--- src/rtl/out_port_buffer.sv ---
// -----------------------------------------------------------------------------
// out_port_buffer
//
// Output-port stage that sits directly behind the processor's OUT path. Every
// cycle outSignalEn is high, the word on outPortData is queued in a small FIFO.
// Queued words are handed, in order, to an external listener over a
// valid/ready handshake. This keeps single-cycle OUT instructions from
// stalling on a slow or back-pressuring peripheral. Full and overflow status
// are reported back to the core.
//
// Ports
//   clk              system clock; all state updates on the rising edge
//   reset            synchronous, active-high reset
//   outPortData      word from the processor's OUT path
//   outSignalEn      push strobe; one word per cycle while high
//   ext_data         head-of-queue word (zero when the queue is empty)
//   ext_valid        ext_data holds a valid word
//   ext_ready        peripheral accepts ext_data this cycle
//   out_full         occupancy == DEPTH
//   out_almost_full  occupancy >= DEPTH-1
//   out_count        current occupancy, 0..DEPTH
//   out_overflow     sticky flag: a push was dropped because the queue was full
//   clear_ovf        clears out_overflow (and the statistics counters)
//
// Build option
//   OUT_PORT_STATS_EN  When defined, two extra outputs are added:
//                      out_sent_cnt (words delivered) and out_drop_cnt (pushes
//                      dropped). Both are 16-bit saturating counters.
// -----------------------------------------------------------------------------
module out_port_buffer #(
    parameter int DATA_W = 16,
    parameter int DEPTH  = 8,
    parameter int PTR_W  = $clog2(DEPTH)
) (
    input  logic              clk,
    input  logic              reset,
    input  logic [DATA_W-1:0] outPortData,
    input  logic              outSignalEn,
    output logic [DATA_W-1:0] ext_data,
    output logic              ext_valid,
    input  logic              ext_ready,
    output logic              out_full,
    output logic              out_almost_full,
    output logic [PTR_W:0]    out_count,
    output logic              out_overflow,
    input  logic              clear_ovf
`ifdef OUT_PORT_STATS_EN
    ,
    output logic [15:0]       out_sent_cnt,
    output logic [15:0]       out_drop_cnt
`endif
);

    localparam logic [PTR_W:0] FULL_COUNT   = (PTR_W + 1)'(DEPTH);
    localparam logic [PTR_W:0] ALMOST_COUNT = FULL_COUNT - 1'b1;

    logic [DATA_W-1:0] mem [DEPTH];
    logic [PTR_W-1:0]  wrPtr;
    logic [PTR_W-1:0]  rdPtr;
    logic [PTR_W:0]    count;
    logic              overflow;

    logic pushReq;
    logic pop;
    logic pushAccept;
    logic pushDrop;

    always_comb begin
        // NOTE: every signal is assigned on every pass through this block, so
        // no latch can be inferred for any of them.
        // An X on the strobe (undriven OUT path at power-up) compares unequal
        // to 1, so it is treated as "no push"; synthesis treats === as ==.
        pushReq    = (outSignalEn === 1'b1);
        pop        = ext_valid && ext_ready;
        // A full queue can still accept a push if the head leaves this cycle.
        pushAccept = pushReq && ((count < FULL_COUNT) || pop);
        pushDrop   = pushReq && !pushAccept;
    end

    // Outputs are decoded from registered state only: no push-to-output bypass.
    assign ext_valid       = (count != '0);
    assign ext_data        = ext_valid ? mem[rdPtr] : '0;
    assign out_full        = (count == FULL_COUNT);
    assign out_almost_full = (count >= ALMOST_COUNT);
    assign out_count       = count;
    assign out_overflow    = overflow;

    always_ff @(posedge clk) begin
        // NOTE: sequential state uses non-blocking assignments so every
        // register samples the pre-edge values of its neighbours.
        if (reset) begin
            wrPtr    <= '0;
            rdPtr    <= '0;
            count    <= '0;
            overflow <= 1'b0;
        end else begin
            // Pointers are exactly log2(DEPTH) bits wide, so they wrap freely.
            if (pushAccept) wrPtr <= wrPtr + 1'b1;
            if (pop)        rdPtr <= rdPtr + 1'b1;

            if (pushAccept && !pop)      count <= count + 1'b1;
            else if (pop && !pushAccept) count <= count - 1'b1;

            // A drop in the same cycle as clear_ovf leaves the flag set.
            if (pushDrop)       overflow <= 1'b1;
            else if (clear_ovf) overflow <= 1'b0;
        end
    end

    // NOTE: the storage array has no reset; stale entries are unreachable
    // because the pointers and count are reset, and this keeps it a plain RAM.
    always_ff @(posedge clk) begin
        if (!reset && pushAccept) mem[wrPtr] <= outPortData;
    end

`ifdef OUT_PORT_STATS_EN
    // Saturating event counters. An event in the same cycle as clear_ovf is
    // counted rather than cleared.
    always_ff @(posedge clk) begin
        if (reset) begin
            out_sent_cnt <= '0;
            out_drop_cnt <= '0;
        end else begin
            if (pop) begin
                if (out_sent_cnt != 16'hFFFF) out_sent_cnt <= out_sent_cnt + 16'd1;
            end else if (clear_ovf) begin
                out_sent_cnt <= '0;
            end

            if (pushDrop) begin
                if (out_drop_cnt != 16'hFFFF) out_drop_cnt <= out_drop_cnt + 16'd1;
            end else if (clear_ovf) begin
                out_drop_cnt <= '0;
            end
        end
    end
`else
    // Statistics disabled: no counters and no extra ports are built.
`endif

endmodule

--- config.mk ---
export PLATFORM = sky130hd
export DESIGN_NAME = out_port_buffer
export DESIGN_NICKNAME = d
export VERILOG_FILES = /design/src/rtl/out_port_buffer.sv
export SDC_FILE = /design/constraint.sdc
export NUM_CORES = 1
export LEC_CHECK = 0
export ABC_AREA = 1
export ABC_CLOCK_PERIOD_IN_PS = 2400
export BUFFER_PORTS_ARGS = -buffer_cell sky130_fd_sc_hd__buf_2
export CAP_MARGIN = 10
export CORE_MARGIN = 2
export CORE_UTILIZATION = 40
export CTS_CLUSTER_DIAMETER = 30
export DETAILED_ROUTE_END_ITERATION = 8
export PLACE_DENSITY = 0.57
export SYNTH_ARGS = -nofsm -noshare
export SYNTH_HDL_FRONTEND = slang
export SYNTH_SLANG_ARGS = --single-unit
--- constraint.sdc ---
create_clock -name clk -period 2.4 [get_ports clk]
set_input_delay 0.24 -clock clk [delete_from_list [all_inputs] [get_ports clk]]
set_output_delay 0.24 -clock clk [all_outputs]
set_load 0.05 [all_outputs]
==> results.py, run 1 <==
metrics = {
    "sta": {
        "fin_worst_skew_ns": 0.008188,
        "tns_ns": 0,
        "hold_slack_ns": 0.07460,
        "slew_violations": 0,
        "slew_headroom": 0.7083,
        "finalCritPeriodShare": 0.9265,
        "max_freq_mhz": 449.7,
        "setup_ws_ns": 0.1765,
        "setup_viol": 0,
        "finalHoldViolCount": 0,
        "worstMarginPinSlew_ns": 0.4376,
        "min_period_ns": 2.224,
        "rsz0062_at_grt": "no",
    },
    "placement": {
        "dpl_worst_slack_ns": 0.1693,
        "place_area_um2": 6330,
        "place.gp.congestion": 0.7960,
        "place_inst": 739,
        "portBuffers": 44,
        "hpwl_mm": 7.288,
    },
    "clock_network": {
        "clockBufferDepth": 2,
        "ctsHoldBuffers": 0,
        "numCtsBuffers": 17,
        "clkTransAtPathRegs_ns": 0.06,
        "cts_num_sinks": 142,
        "htreeDepth": 4,
        "cts-root-buf": "clkbuf_16",
        "insertion_delay_ns": 0.42,
        "cts_tree": "yes",
    },
    "floorplanning": {
        "ios": 45,
        "num_rows": 44,
        "die_area_um2": 15610,
        "core_region_area_um2": 14420,
        "die_h_um": 125.0,
        "initial_core_util": 0.4057,
        "die_x_um": 125.0,
    },
    "final_layout": {
        "syn2layout_area_growth_pct": 19.18,
        "multiInputGateArea_um2": 1523,
        "fillers": 1286,
        "nets": 603,
        "drive_gt1_frac": 0.2020,
        "finalNonFillerCells": 773,
        "seqCellArea_um2": 4133,
        "fin_util": 0.4835,
        "antennaDiodeCount": 0,
        "final_area_um2": 6974,
    },
    "power": {
        "power.leakage_nw": 2.603,
        "p_per_area_nw_per_um2": 1187,
        "irDropWorstVdd_uv": 537.7,
        "power.total_mw": 8.278,
    },
    "critical_path": {
        "cp_max_fo": 8,
        "cp_data_arrival_time_ns": 2.58,
        "worstPathRequired_ns": 2.76,
        "critPathBufInv": 2,
        "crit_path_end_kind": "flop",
        "timing.rr.start": "out_count[0]",
        "crit_path_start": "out_count[0]",
        "cpMostUsedCell": "nand2_1",
        "slowest_delay_ns": 0.37,
        "path_delay_family": "simple AND/OR/NAND/NOR gates",
        "crit_type": "reg -> reg",
        "crit_chain": "nor2_1, nand2_2, nand2_4, nand2_2, nand2_2, inv_4, ha_1, inv_1, ha_1, or2_2, nand2_1, nand2_1, nand2_1, nand2_1, a21oi_1",
        "cp_slowest_cell": "dfxtp_2",
        "cp-start-kind": "flop",
    },
    "synth": {
        "synth_flop_cell": "edfxtp_1",
        "async_reset_ff_frac": 0,
        "syn_inst": 513,
        "netlist.area_leader.share": 0.6568,
        "ys_seq_area_frac": 0.7047,
        "syn_nets": 540,
        "yosys.cell_types.count": 25,
        "synth_area_leaders": "edfxtp_1, nor2_1, dfxtp_1, o21ai_1, o21ai_0",
        "yosysTopAreaCell": "edfxtp_1",
        "syn_area_per_cell_um2": 11.41,
        "syn-cell-area_um2": 5852,
        "synth_commonest_cells": "nor2_1, edfxtp_1, o21ai_1",
        "synth_edf_count": 128,
        "post-synth-top-count-cell": "nor2_1",
        "yosys_warnings": 0,
        "postSynthRegisterBits": 142,
    },
    "global_routing": {
        "grt_first_pass_wirelength_mm": 20.02,
        "antenna_found_initial": 0,
        "grt_max_degree": 41,
        "grt_pass1_vias": 3889,
        "grt_usage": 0.1668,
        "overflow": 0,
    },
    "route": {
        "wl_mm": 12.33,
        "ant_nets": 0,
        "routedWlPerCell_um": 15.95,
        "via_per_inst": 4.982,
        "firstDrtPassIters": 4,
        "drc": 0,
        "drt-initial-drc-count": 227,
        "via_count": 3851,
    },
    "run": {
        "cap_viol_max_count": 0,
    },
    "status": {
        "status": "completed",
    },
    "min_path": {
        "hold_path.class": "in -> reg",
        "min_from": "clear_ovf",
    },
}
-- what timing repair did --
action | CTS | global route
endpoints found under the setup margin | 16 | 17
setup buffers | 2 | 0
resized for setup | 1 | 3
-- layer usage --
| metal | share of wire | global-route usage | vias to the layer above |
|---|---|---|---|
| li1 | - | - | 1906 |
| met1 | 0.46 | 0.2139 | 1838 |
| met5 | 0 | 0 | - |
| met4 | 0.019 | 0.07190 | 0 |
| met3 | 0.043 | 0.04151 | 24 |
| met2 | 0.48 | 0.2719 | 83 |
-- cell families after synthesis --
logic type / count (synthesis) / share of synthesized area
simple gates: 233 / 0.1619
flops: 142 / 0.7047
compound gates: 92 / 0.07868
buf+inv: 37 / 0.03613
fa+ha+maj: 6 / 0.01411
xor+xnor: 3 / 0.004491
-- worst reg2reg max path, delay by kind of cell, from the launching register on --
kind | cells | cell delay [ns]
and+or+nand+nor | 10 | 1.03
adders and majority gates | 2 | 0.46
buffers and inverters | 2 | 0.19
AOI/OAI and AO/OA | 1 | 0.11
DFF | 1 | 0.37
-- power breakdown --
part | total, mW | leakage, nW | internal (mW) | switching (mW)
Clock | 2.73 | 0.303 | 1.73 | 0.997
Sequential | 2.95 | 1.27 | 2.83 | 0.120
Combinational | 2.60 | 1.03 | 0.697 | 1.90
Total | 8.28 | 2.60 | 5.26 | 3.02
-- placed cells by master (no fill, tap or decap), types with 2 or more instances in the layout --
master / instances
clkinv_4: 3
clkbuf_16: 17
inv_1: 10
nor2_1: 161
bufinv_16: 4
buf_4: 23
o21ai_1: 45
clkinv_2: 5
dfxtp_2: 4
ha_1: 5
a21oi_1: 8
o21ai_0: 39
nand2_1: 35
dfxtp_1: 9
clkinvlp_4: 3
buf_2: 44
nand2_4: 2
nor2_2: 4
nand3_1: 25
edfxtp_1: 128
nand2_2: 3
xor2_1: 3
-- registers in the layout, indices dropped and copies added (netlist names), named ones only --
name,flops
mem,128
out_count,4
out_overflow,1
rdPtr,3
wrPtr,3
-- path summary, 6_finish.rpt --
| check | endpoint | slack (ns) | depth (start not counted) |
|---|---|---|---|
| worst min-delay path | out_overflow | 0.07 | 4 |
| worst min register to register | out_overflow | 0.48 | 2 |
| worst max register to register | out_count[3] | 0.18 | 15 |
| worst max-delay path | out_count[3] | 0.18 | 15 |
-- cell type report --
cell class,count,share of cell area
repair buffers,68,0.05920
clock inverters,15,0.02799
well taps,184,0.03301
flip-flops and latches,142,0.5926
multi-input cells,334,0.2183
inverters,13,0.007894
clock buffers,17,0.06100
(Power assumes the default switching activity.)
==> inputs of run 2 (changes only) <==
Settings changed: ABC_AREA 1 to not set.
==> run 2 against run 1 <==
Net effect: combinational power down 4%; core utilization up 1.6 points; sequential cell count stayed put; critical path depth decreased by 10; clock power is 2% lower; worst setup slack worse by 0.054 ns; sequential share of layout area rose by 0.89 points; non-clock buffer count fell by 7; sequential power about the same; total power shrank 2.0%; critical path type is now reg -> out; critical endpoint is now ext_data[0].
==> results.py, run 2 <==
metrics = {
    "status": {
        "status": "completed",
    },
    "critical_path": {
        "crit_path_end_kind": "primary output",
        "ff2ff_path_depth": 10,
        "worstPathRequired_ns": 2.16,
        "r2r_setup_slack_ns": 0.16,
        "timing.rr.end": "out_count[3]",
        "cp-start-kind": "flop",
        "timing.rr.start": "out_count[3]",
        "crit_type": "reg -> out",
        "cp_max_fo": 15,
        "cp_data_arrival_time_ns": 2.04,
    },
    "synth": {
        "ys_seq_area_frac": 0.7364,
        "yosys_warnings": 0,
        "synth_commonest_cells": "edfxtp_1, mux4_2, nor2_1",
        "yosysTopAreaCell": "edfxtp_1",
        "syn_area_per_cell_um2": 19.72,
        "netlist.area_leader.share": 0.6863,
        "syn-cell-area_um2": 5600,
        "yosys.cell_types.count": 35,
        "async_reset_ff_frac": 0,
        "synth_flop_cell": "edfxtp_1",
        "syn_inst": 284,
        "postSynthRegisterBits": 142,
        "syn_nets": 311,
        "post-synth-top-count-cell": "edfxtp_1",
        "synth_edf_count": 128,
        "synth_area_leaders": "edfxtp_1, mux4_2, dfxtp_1, mux2i_1, nor2_1",
    },
    "final_layout": {
        "antennaDiodeCount": 0,
        "layout_common_cells": "edfxtp_1, buf_2, mux4_2, nor2_1",
        "syn2layout_area_growth_pct": 22.83,
        "regMostFlops": "mem",
        "drive_gt1_frac": 0.3950,
        "fillers": 1178,
        "nets": 378,
        "final_common_cell": "edfxtp_1",
        "fin_util": 0.4995,
        "largest_register_ffs": 128,
    },
    "route": {
        "wl_mm": 10.81,
        "drc": 0,
        "ant_nets": 0,
        "via_per_inst": 5.190,
        "via_count": 2813,
        "drt-initial-drc-count": 256,
        "routedWlPerCell_um": 19.94,
        "firstDrtPassIters": 4,
    },
    "floorplanning": {
        "ios": 45,
        "core_region_area_um2": 13770,
        "initial_core_util": 0.4066,
        "die_x_um": 122.3,
        "die_h_um": 122.3,
        "die_area_um2": 14960,
        "num_rows": 43,
    },
    "sta": {
        "max_freq_mhz": 439.0,
        "hold_slack_ns": 0.08567,
        "slew_violations": 0,
        "finalHoldViolCount": 0,
        "setup_viol": 0,
        "rsz0062_at_grt": "no",
        "slew_headroom": 0.7469,
        "finalCritPeriodShare": 0.9491,
        "setup_ws_ns": 0.1221,
        "worstMarginPinSlew_ns": 0.3792,
        "min_period_ns": 2.278,
        "fin_worst_skew_ns": 0.005846,
        "tns_ns": 0,
    },
    "global_routing": {
        "grt_util_met2": 0.2646,
        "antenna_found_initial": 0,
        "grt_busiest_layer": "met2",
        "grt_usage": 0.1605,
        "grt_pass1_vias": 3007,
        "grt_max_degree": 33,
        "overflow": 0,
        "use_met3": 0.05204,
        "grt_first_pass_wirelength_mm": 16.92,
        "grt_use_met1": 0.2008,
    },
    "min_path": {
        "worstHoldPathCells": 3,
        "hold_end": "out_overflow",
        "hold_path.class": "in -> reg",
        "min_from": "clear_ovf",
    },
    "clock_network": {
        "numCtsBuffers": 17,
        "cts-root-buf": "clkbuf_16",
        "htreeDepth": 4,
        "clockBufferDepth": 2,
        "clkTransAtPathRegs_ns": 0.05,
        "cts_tree": "yes",
        "cts_num_sinks": 142,
        "insertion_delay_ns": 0.41,
        "ctsHoldBuffers": 0,
    },
    "run": {
        "cap_viol_max_count": 0,
    },
    "power": {
        "irDropWorstVdd_uv": 660.7,
        "power.internal_mw": 5.496,
        "power.leakage_nw": 2.289,
        "p_per_area_nw_per_um2": 1179,
        "power_frac_comb": 0.308,
        "p_seq_frac": 0.364,
        "clkPwrFrac": 0.329,
        "swShare": 0.3222,
        "switchingPower_mw": 2.613,
    },
    "placement": {
        "hpwl_mm": 6.265,
        "dpl_worst_slack_ns": 0.1396,
        "portBuffers": 44,
        "place.gp.congestion": 0.7057,
    },
}
run 2: metrics by stage:
stage               power, mW  area [um^2]  std cells
floorplan               4.904         5688        284
detailed placement      5.513         6270        512
global route            8.440         6879        542
global placement        5.487         6270        512
CTS                     8.195         6872        542
finish                  8.109         6879        542
run 2: worst max path at each step:
stage / slack (ns) / endpoint
after floorplan: -0.04 / out_count[3]
after global placement: 0.16 / out_count[3]
after detailed placement: 0.14 / out_count[3]
after CTS: 0.06 / ext_data[1]
after global routing: 0.02 / ext_data[0]
final: 0.12 / ext_data[0]
run 2: cell type report:
type | instances | area, um^2 | share of cell area
timing repair buffer | 61 | 410.4 | 0.05966
inverter | 3 | 27.53 | 0.004001
clock buffer | 18 | 429.2 | 0.06239
multi-input combinational | 126 | 1479 | 0.2150
clock inverter | 12 | 170.2 | 0.02474
tap | 180 | 225.2 | 0.03274
sequential | 142 | 4138 | 0.6015
run 2: power by group through the flow:
| stage | clock (mW) | sequential [mW] | combinational [mW] |
|---|---|---|---|
| 6_report | 2.67 | 2.95 | 2.49 |
| 5_1_grt | 2.81 | 2.97 | 2.66 |
| 4_1_cts | 2.72 | 2.96 | 2.52 |
| 3_5_place_dp | 0 | 3.00 | 2.51 |
| 3_3_place_gp | 0 | 2.99 | 2.49 |
| 2_1_floorplan | 0 | 3.04 | 1.87 |
run 2: worst max-delay path, cell delays in order (launching register included):
cell     delay [ns]
dfxtp_4        0.43
buf_12         0.20
mux4_2         0.51
mux2i_1        0.16
nor2_1         0.09
buf_2          0.23
run 2: metal layers:
| metal | vias up | routed length [um] |
|---|---|---|
| li1 | 1264 | - |
| met3 | 7 | 508 |
| met5 | - | 0 |
| met1 | 1474 | 4795 |
| met2 | 68 | 5420 |
| met4 | 0 | 85 |
run 2: what timing repair did:
item                       in CTS  in global routing
pin swaps                       0                  1
setup endpoints to repair       2                  1
gates resized for setup         1                  1
buffers inserted                0                  0
run 2: cell families (layout without fill, tap and decap cells):
group	Yosys count	after routing	synth area share
compound gates	8	8	0.009162
buf+inv	16	94	0.01810
fa+ha+maj	6	6	0.01475
simple gates	56	56	0.04982
xor+xnor	6	6	0.01072
mux	50	50	0.1611
flops	142	142	0.7364
